$ cat src/rtl/double_to_int.sv
// double_to_int: IEEE-754 binary64 -> signed 64-bit integer converter.
// stb/ack handshake on both sides, one operand in flight at a time.
// Default rounding truncates toward zero. Define DOUBLE_TO_INT_RNE_EN to
// round to nearest even (adds a ROUND state plus guard/sticky tracking).
module double_to_int (
  input  logic        clk,
  input  logic        rst_n,
  input  logic [63:0] input_a,
  input  logic        input_a_stb,
  output logic        input_a_ack,
  output logic [63:0] output_z,
  output logic        output_z_stb,
  input  logic        output_z_ack
);

  typedef enum logic [2:0] {
    S_GET_A,
    S_UNPACK,
    S_ALIGN,
    S_ROUND,
    S_NEGATE,
    S_PUT_Z
  } state_t;

  state_t      r_state, w_state_nxt;
  logic [63:0] r_a, w_a_nxt;
  logic        r_s, w_s_nxt;
  logic [63:0] r_m, w_m_nxt;
  logic [5:0]  r_cnt, w_cnt_nxt;
  logic [63:0] r_res, w_res_nxt;
  logic [63:0] r_z, w_z_nxt;
  logic        r_ack, w_ack_nxt;
  logic        r_stb, w_stb_nxt;

  // Operand field decode, only meaningful while in UNPACK.
  logic [10:0] w_exp;
  logic [11:0] w_e;
  logic [5:0]  w_cnt;
  logic [63:0] w_mant;
  logic        w_e_neg;
  logic        w_e_sat;

  assign w_exp   = r_a[62:52];
  assign w_e     = {1'b0, w_exp} - 12'd1023;
  // cnt is only used when 0 <= e <= 62, so the low 6 bits suffice.
  assign w_cnt   = 6'd63 - w_e[5:0];
  assign w_mant  = {1'b1, r_a[51:0], 11'b0};
  assign w_e_neg = w_e[11];
  assign w_e_sat = !w_e[11] && (w_e >= 12'd63);

`ifdef DOUBLE_TO_INT_RNE_EN
  logic        r_g, w_g_nxt;
  logic        r_st, w_st_nxt;
  logic        r_small, w_small_nxt;
  logic [63:0] w_m_rnd;
  // Round up only when past the halfway point, or exactly halfway and odd.
  assign w_m_rnd = r_m + {63'b0, r_g & (r_st | r_m[0])};
`endif

  // State and datapath registers; everything clears on reset.
  always_ff @(posedge clk or negedge rst_n) begin
    if (!rst_n) begin
      r_state <= S_GET_A;
      r_a     <= '0;
      r_s     <= 1'b0;
      r_m     <= '0;
      r_cnt   <= '0;
      r_res   <= '0;
      r_z     <= '0;
      r_ack   <= 1'b0;
      r_stb   <= 1'b0;
`ifdef DOUBLE_TO_INT_RNE_EN
      r_g     <= 1'b0;
      r_st    <= 1'b0;
      r_small <= 1'b0;
`endif
    end else begin
      r_state <= w_state_nxt;
      r_a     <= w_a_nxt;
      r_s     <= w_s_nxt;
      r_m     <= w_m_nxt;
      r_cnt   <= w_cnt_nxt;
      r_res   <= w_res_nxt;
      r_z     <= w_z_nxt;
      r_ack   <= w_ack_nxt;
      r_stb   <= w_stb_nxt;
`ifdef DOUBLE_TO_INT_RNE_EN
      r_g     <= w_g_nxt;
      r_st    <= w_st_nxt;
      r_small <= w_small_nxt;
`endif
    end
  end

  // Next-state and next-datapath logic for the conversion sequence.
  always_comb begin
    w_state_nxt = r_state;
    w_a_nxt     = r_a;
    w_s_nxt     = r_s;
    w_m_nxt     = r_m;
    w_cnt_nxt   = r_cnt;
    w_res_nxt   = r_res;
    w_z_nxt     = r_z;
    w_ack_nxt   = r_ack;
    w_stb_nxt   = r_stb;
`ifdef DOUBLE_TO_INT_RNE_EN
    w_g_nxt     = r_g;
    w_st_nxt    = r_st;
    w_small_nxt = r_small;
`endif
    unique case (r_state)
      S_GET_A: begin
        w_ack_nxt = 1'b1;
        if (input_a_stb && r_ack) begin
          w_a_nxt     = input_a;
          w_ack_nxt   = 1'b0;
          w_state_nxt = S_UNPACK;
        end
      end
      S_UNPACK: begin
        w_s_nxt   = r_a[63];
        w_m_nxt   = w_mant;
        w_cnt_nxt = w_cnt;
`ifdef DOUBLE_TO_INT_RNE_EN
        w_g_nxt     = 1'b0;
        w_st_nxt    = 1'b0;
        w_small_nxt = 1'b0;
`endif
        if (w_exp == 11'h7FF) begin
          w_res_nxt   = 64'h8000_0000_0000_0000;
          w_state_nxt = S_PUT_Z;
        end else if (w_exp == 11'h000) begin
          w_res_nxt   = '0;
          w_state_nxt = S_PUT_Z;
        end else if (w_e_sat) begin
          // -2^63 lands here too and is exact.
          w_res_nxt   = 64'h8000_0000_0000_0000;
          w_state_nxt = S_PUT_Z;
        end else if (w_e_neg) begin
`ifdef DOUBLE_TO_INT_RNE_EN
          // |x| < 1: integer part is zero, only the rounding decision remains.
          w_m_nxt     = '0;
          w_small_nxt = 1'b1;
          w_g_nxt     = (w_e == 12'hFFF) ? w_mant[63] : 1'b0;
          w_st_nxt    = (w_e == 12'hFFF) ? |w_mant[62:0] : 1'b1;
          w_state_nxt = S_ROUND;
`else
          w_res_nxt   = '0;
          w_state_nxt = S_PUT_Z;
`endif
        end else begin
          w_state_nxt = S_ALIGN;
        end
      end
      S_ALIGN: begin
        if (r_cnt == 6'd0) begin
`ifdef DOUBLE_TO_INT_RNE_EN
          w_state_nxt = S_ROUND;
`else
          w_state_nxt = S_NEGATE;
`endif
        end else if (r_cnt >= 6'd8) begin
          w_m_nxt   = {8'b0, r_m[63:8]};
          w_cnt_nxt = r_cnt - 6'd8;
`ifdef DOUBLE_TO_INT_RNE_EN
          w_g_nxt  = r_m[7];
          w_st_nxt = r_st | r_g | (|r_m[6:0]);
`endif
        end else begin
          w_m_nxt   = {1'b0, r_m[63:1]};
          w_cnt_nxt = r_cnt - 6'd1;
`ifdef DOUBLE_TO_INT_RNE_EN
          w_g_nxt  = r_m[0];
          w_st_nxt = r_st | r_g;
`endif
        end
      end
`ifdef DOUBLE_TO_INT_RNE_EN
      S_ROUND: begin
        if (r_small) begin
          // Sub-unity operands skip NEGATE so they cost one extra cycle only.
          w_res_nxt   = r_s ? -w_m_rnd : w_m_rnd;
          w_state_nxt = S_PUT_Z;
        end else begin
          w_m_nxt     = w_m_rnd;
          w_state_nxt = S_NEGATE;
        end
      end
`endif
      S_NEGATE: begin
        // A magnitude of 2^63 negates to itself, giving the saturated code.
        w_res_nxt   = r_s ? -r_m : r_m;
        w_state_nxt = S_PUT_Z;
      end
      S_PUT_Z: begin
        w_z_nxt   = r_res;
        w_stb_nxt = 1'b1;
        if (r_stb && output_z_ack) begin
          w_stb_nxt   = 1'b0;
          w_state_nxt = S_GET_A;
        end
      end
      default: begin
        w_state_nxt = S_GET_A;
      end
    endcase
  end

  assign input_a_ack  = r_ack;
  assign output_z     = r_z;
  assign output_z_stb = r_stb;

endmodule

$ cat config.mk
export PLATFORM = sky130hd
export DESIGN_NAME = double_to_int
export DESIGN_NICKNAME = d
export VERILOG_FILES = /design/src/rtl/double_to_int.sv
export SDC_FILE = /design/constraint.sdc
export NUM_CORES = 1
export LEC_CHECK = 0
export ABC_AREA = 1
export ABC_CLOCK_PERIOD_IN_PS = 2300
export CAP_MARGIN = 20
export CORE_AREA = 2 2 175 177
export CTS_CLUSTER_DIAMETER = 40
export DETAILED_ROUTE_END_ITERATION = 10
export DIE_AREA = 0 0 177 179
export PLACE_DENSITY = 0.66
export SLEW_MARGIN = 15
export SYNTH_ARGS = -nofsm -noshare
export SYNTH_HDL_FRONTEND = slang
export SYNTH_SLANG_ARGS = --single-unit
$ cat constraint.sdc
create_clock -name clk -period 2.3 [get_ports clk]
set_input_delay 0.345 -clock clk [delete_from_list [all_inputs] [get_ports clk]]
set_output_delay 0.345 -clock clk [all_outputs]
set_load 0.05 [all_outputs]
==> results of run 1 <==
-- cell type report --
| class | count | area (um2) | area share [%] |
|---|---|---|---|
| Inverter | 189 | 709.4 | 4.158 |
| Clock buffer | 51 | 1169 | 6.850 |
| Tap cell | 396 | 495.5 | 2.904 |
| Timing Repair Buffer | 177 | 1794 | 10.52 |
| Sequential cell | 268 | 6708 | 39.32 |
| Multi-Input combinational cell | 1299 | 5817 | 34.10 |
| Clock inverter | 25 | 367.9 | 2.156 |
-- power by group through the flow --
stage,Combinational (mW),Sequential [mW],Clock [mW]
3_3_place_gp,11.4,8.14,0
2_1_floorplan,6.26,9.25,0
5_1_grt,12.9,8.39,7.19
3_5_place_dp,11.5,8.18,0
4_1_cts,11.6,8.13,6.96
6_report,11.6,8.20,6.84
-- cell usage after synthesis (7+ instances only) --
cell type / instances
dfrtp_1: 268
nand3_1: 104
buf_2: 16
nor2_1: 165
ha_1: 7
clkbuf_1: 64
o21ai_0: 282
inv_1: 185
o2111ai_1: 7
o21ai_1: 34
o22ai_1: 20
nand2_1: 566
nor3_1: 7
a21oi_1: 77
-- worst reg2reg max path, delay by kind of cell (launching register included) --
kind	cells	cell delay, ps
and+or+nand+nor	5	860
AOI/OAI and AO/OA	2	470
DFF	1	370
adders and majority gates	1	190
buffers and inverters	1	130
-- flip-flops by register name, summed over array words and instances (netlist names) --
| signal | flops |
|---|---|
| r_state | 3 |
| output_z_stb | 1 |
| output_z | 64 |
| r_cnt | 6 |
| r_res | 64 |
| r_a | 64 |
| input_a_ack | 1 |
| r_s | 1 |
| r_m | 64 |
-- cell families (layout without fill, tap and decap cells) --
group | Yosys count | count (layout)
fa+ha+maj | 7 | 7
simple gates | 853 | 853
buf+inv | 277 | 442
flops | 268 | 268
mux | 4 | 4
xor+xnor | 4 | 4
compound gates | 431 | 431
-- metal layers --
layer  track usage (%)  vias to the layer above  wire length (um)
li1                  -                     6227                 -
met1             40.96                     6052             20270
met2             38.81                      415             17500
met3             4.156                       57              2924
met4             7.197                        0               970
met5                 0                        -                 0
-- repair_timing --
action,4_1_cts,5_1_grt
hold endpoints to repair,32,0
endpoints found under the setup margin,0,8
resized for setup,0,3
setup buffers,0,0
hold buffers,1,0
-- final timing paths --
kind                                    from            to  slack, ps  cells past startpoint
worst max-delay path                  r_m[0]     r_res[26]        140                      9
worst min-delay path                   rst_n      r_res[0]        300                      2
worst max register to register        r_m[0]     r_res[26]        140                      9
worst min register to register  output_z[62]  output_z[62]        470                      2
max in group asynchronous              rst_n     r_res[56]       1260                      3
min in group clk                 input_a[49]       r_a[49]        370                      3
-- per-stage QoR --
stage	utilization, %	total power, mW
after floorplan	-	15.51
after global placement	51.65	19.53
after detailed placement	51.65	19.69
after CTS	56.80	26.67
after global routing	56.81	28.48
final	56.81	26.66
==> flow_summary.yaml, run 1 <==
routing:
  drc: 0
  wl_um: 41660
  ant_nets: 0
  vias: 12751
  viasPerCell: 5.302
  firstDrtPassIters: 6
  detail_route.wl_per_cell_um: 17.32
  first_iter_violations: 1333
synthesis:
  synth_edf_count: 0
  synthTopCellsByArea: "dfrtp_1 (49%), nand2_1 (16%), o21ai_0 (10%), inv_1 (5.1%), nor2_1 (4.6%)"
  synth-simple-area-share_pct: 24.96
  avgSynthCellArea_um2: 7.363
  synth_area_leader_cell: "dfrtp_1"
  synth_fa_ha_area_share_pct: 0.6451
  synth_top_flop_cell: "dfrtp_1"
  syn_area_um2: 13580
  synthMuxAreaShare_pct: 0.3318
  synth_top_family_by_area: "simple AND/OR/NAND/NOR gates"
  synth-seq-cells: 268
  synth.yosys.seq_area_share_pct: 49.40
  synth_cell_types: 29
  netlist_instances: 1844
  yosysWarningCount: 0
  synth_xor_xnor_area_share_pct: 0.2580
  netlist.area_leader.share_pct: 49.40
  syn-num-nets: 1919
  synth-compound-area-share_pct: 16.41
  async_flop_share_pct: 100.0
finish:
  nFillCells: 2831
  diodes: 0
  design_area_um2: 17060
  drive_above_1_share_pct: 6.670
  fin_nets: 2053
  instances_no_fill: 2405
  syn_to_final_growth_pct: 25.66
  final_common_cell: "nand2_1"
  final_cell_mix: "nand2_1 (564), o21ai_0 (280), dfrtp_1 (267)"
sta:
  hold_viol: 0
  tightest_slew_ps: 583.0
  min_period_ps: 2162
  drv_slew: 0
  final-setup-viol-count: 0
  finalSetupTns_ps: 0
  fin_hold_ws_ps: 295.5
  period_share_pct: 94.00
  skew_ps: 21.13
  slew_headroom_pct: 61.13
  max_freq_ghz: 0.4625
  setup_ws_ps: 137.9
  rsz0062_at_grt: "yes"
grt:
  grt_max_degree: 87
  grt_pass1_wl_um: 65580
  antenna_found_initial: 0
  grt_overflow_total: 0
  grt_pass1_vias: 11954
  track_usage_pct: 26.64
min_path:
  hp-class: "in2async"
placement:
  post-place-ws_ps: 38.11
  port_buffers: 133
  post_dp_cell_area_um2: 15510
  place_inst: 2328
  place.gp.congestion: 1.030
  hpwl_um: 30370
clocking:
  cts_sinks: 268
  cts_buffer_depth: 3
  cts_made_buffers: 43
  cts-root-buf: "clkbuf_16"
  h-tree-depth: 2
  cts_tree: "yes"
  clkLatencyLatePin_ps: 530
  path_clk_slew_ps: 60
floorplanning:
  start_util_pct: 45.21
  die_area_um2: 31680
  rows: 64
  core_area_um2: 30030
  ioPinCount: 134
  die_w_um: 177
  fp.dieH_um: 179
critical_path:
  cp_top_family: "simple AND/OR/NAND/NOR gates"
  path_class: "reg2reg"
  cp-start-kind: "flip-flop"
  crit_top_cell: "nand3_1"
  worstPathCellList: "inv_1 -> ha_1 -> nand2_1 -> nor2_2 -> nand3b_1 -> o21ai_1 -> nand3_1 -> nand3_1 -> o21ai_0"
  worstPathArrival_ps: 2550
  critical_path.slowest_cell: "o21ai_1"
  worstSetupEndpointType: "flip-flop"
  path_buf_inv: 1
  crit_fanout: 5
  required_ps: 2680
  max_stage_delay_ps: 380
power_and_ir_drop:
  netSwitchingFraction_pct: 45.03
  p_sw_mw: 12.00
  power_frac_seq_pct: 30.8
  combPwrFrac_pct: 43.6
  p_int_mw: 14.65
  pwr-share-clk_pct: 25.7
  leakage_nw: 7.845
  power_density_nw_per_um2: 1563
  ir_drop_v: 0.0009761
status:
  status: "complete, no violations"
run:
  drv_cap: 0
Note: power is estimated with default switching activity, not from simulation.
==> inputs of run 2 (changes only) <==
Settings changed: REMOVE_ABC_BUFFERS set to 1.
==> run 2 against run 1 <==
  * First-iteration DRC count is 14% lower
  * Critical endpoint is now r_res[62]
  * Count of clock-buffer cells in the layout is 1 lower
  * Non-clock buffer count is 9 higher
  * Combinational power hardly changed
  * Global-route usage is 1.7 points higher
  * Clock power is 5.7% lower
  * Largest power group unchanged
  * Power is 0.63% lower
  * Die area stayed put
  * Maximum frequency is 1.9% higher
  * Setup slack better by 40 ps
==> flow_summary.yaml, run 2 (synthesis gave the netlist of run 1 again) <==
clocking:
  cts_sinks: 268
  cts_buffer_depth: 3
  cts_setup_buffers: 0
  clkLatencyLatePin_ps: 540
  h-tree-depth: 2
  cts-root-buf: "clkbuf_16"
  path_clk_slew_ps: 50
  cts_made_buffers: 43
  cts_tree: "yes"
routing:
  drc: 0
  first_iter_violations: 1140
  vias: 12918
  firstDrtPassIters: 5
  detail_route.wl_per_cell_um: 18.18
  ant_nets: 0
  viasPerCell: 5.345
  wl_um: 43950
finish:
  seq_area_um2: 6708
  design_area_um2: 17030
  final_common_cell: "nand2_1"
  instances_no_fill: 2417
  syn_to_final_growth_pct: 25.45
  nFillCells: 2884
  final_cell_mix: "nand2_1 (564), o21ai_0 (281), dfrtp_1 (267)"
  diodes: 0
  fin_nets: 2062
  multi_input_area_um2: 5823
  drive_above_1_share_pct: 7.373
floorplanning:
  die_w_um: 177
  ioPinCount: 134
  core_area_um2: 30030
  start_util_pct: 45.21
  fp.dieH_um: 179
  die_area_um2: 31680
  rows: 64
critical_path:
  worstPathCellList: "inv_1 -> ha_1 -> nand2_1 -> nor2_1 -> nand2_1 -> nor2_1 -> buf_4 -> nand3_1 -> nand2_1 -> nand2_1 -> nand3_1 -> nand2_1"
  worstPathArrival_ps: 2530
  worstSetupEndpointType: "flip-flop"
  critical_path.slowest_cell: "dfrtp_1"
  crit_fanout: 5
  cp-start-kind: "flip-flop"
  crit_top_cell: "nand2_1"
  path_class: "reg2reg"
  max_stage_delay_ps: 380
  required_ps: 2710
power_and_ir_drop:
  ir_drop_v: 0.001060
  power_density_nw_per_um2: 1555
  leakage_nw: 7.842
sta:
  slew_headroom_pct: 58.20
  rsz0062_at_grt: "no"
  period_share_pct: 92.25
  drv_slew: 0
  tightest_slew_ps: 627.0
  max_freq_ghz: 0.4713
  min_period_ps: 2122
  final-setup-viol-count: 0
  hold_viol: 0
  skew_ps: 17.49
placement:
  place.gp.congestion: 0.9739
  port_buffers: 133
  place_inst: 2337
  hpwl_um: 31510
  post_dp_cell_area_um2: 15550
grt:
  antenna_found_initial: 0
  grt_pass1_vias: 12446
  track_usage_pct: 28.39
  grt_max_degree: 92
  grt_overflow_total: 0
  grt_pass1_wl_um: 69200
run:
  drv_cap: 0
min_path:
  hp-class: "in2async"
status:
  status: "complete, no violations"
-- run 2: changes by cell type in the layout (fill, tap and decap cells not counted), sizes merged --
| cell | before | now |
|---|---|---|
| clkbuf | 51 | 50 |
| buf | 44 | 53 |
| clkinv | 5 | 11 |
| bufinv | 7 | 2 |
| clkinvlp | 3 | 6 |
-- run 2: stage by stage --
step	worst slack [ps]	setup TNS [ps]	total power, mW	utilization, %	hold slack (ps)
5_1_grt	1.402	0	28.29	56.72	268.4
3_3_place_gp	125.8	0	19.77	51.80	206.6
3_5_place_dp	86.30	0	19.92	51.80	205.5
2_1_floorplan	-2707	-431400	15.05	-	49.41
6_report	178.3	0	26.49	56.72	249.9
4_1_cts	70.17	0	26.48	56.69	247.7
-- run 2: timing repair --
action / CTS / global route
endpoints found under the setup margin: 0 / 5
resized for setup: 0 / 4
endpoints found under the hold margin: 35 / 0
hold buffers: 1 / 0
-- run 2: final timing paths --
kind | slack, ps | depth (start not counted) | startpoint | endpoint
worst min-delay path | 250 | 2 | rst_n | output_z[58]
worst min register to register | 470 | 2 | output_z[46] | output_z[46]
max in group asynchronous | 1270 | 3 | rst_n | output_z[2]
worst max register to register | 180 | 12 | r_m[1] | r_res[62]
worst max-delay path | 180 | 12 | r_m[1] | r_res[62]
min in group clk | 380 | 3 | input_a[58] | r_a[58]
-- run 2: where the power goes --
group	switching (mW)	internal, mW	leakage [nW]
Clock	2.50	3.95	0.703
Sequential	1.44	6.65	3.44
Combinational	8.33	3.61	3.70
Total	12.3	14.2	7.84
-- run 2: critical path, delay by kind of cell (launching register included) --
| kind | cells | cell delay (ps) |
|---|---|---|
| simple gates | 9 | 1110 |
| flops | 1 | 380 |
| buf+inv | 2 | 270 |
| fa+ha+maj | 1 | 250 |
-- run 2: layout make-up --
cell class,instances,area share [%]
flip-flops and latches,268,39.38
clock inverters,29,1.734
well taps,396,2.909
clock buffers,50,6.839
multi-input cells,1299,34.19
repair buffers,186,10.78
inverters,189,4.165
-- run 2: layer usage --
layer / track usage (%) / wire [um] / vias up
met5: 0 / 0 / -
met4: 8.609 / 1202 / 0
met3: 4.707 / 3177 / 77
met2: 42.56 / 18890 / 470
met1: 42.07 / 20690 / 6110
li1: - / - / 6261
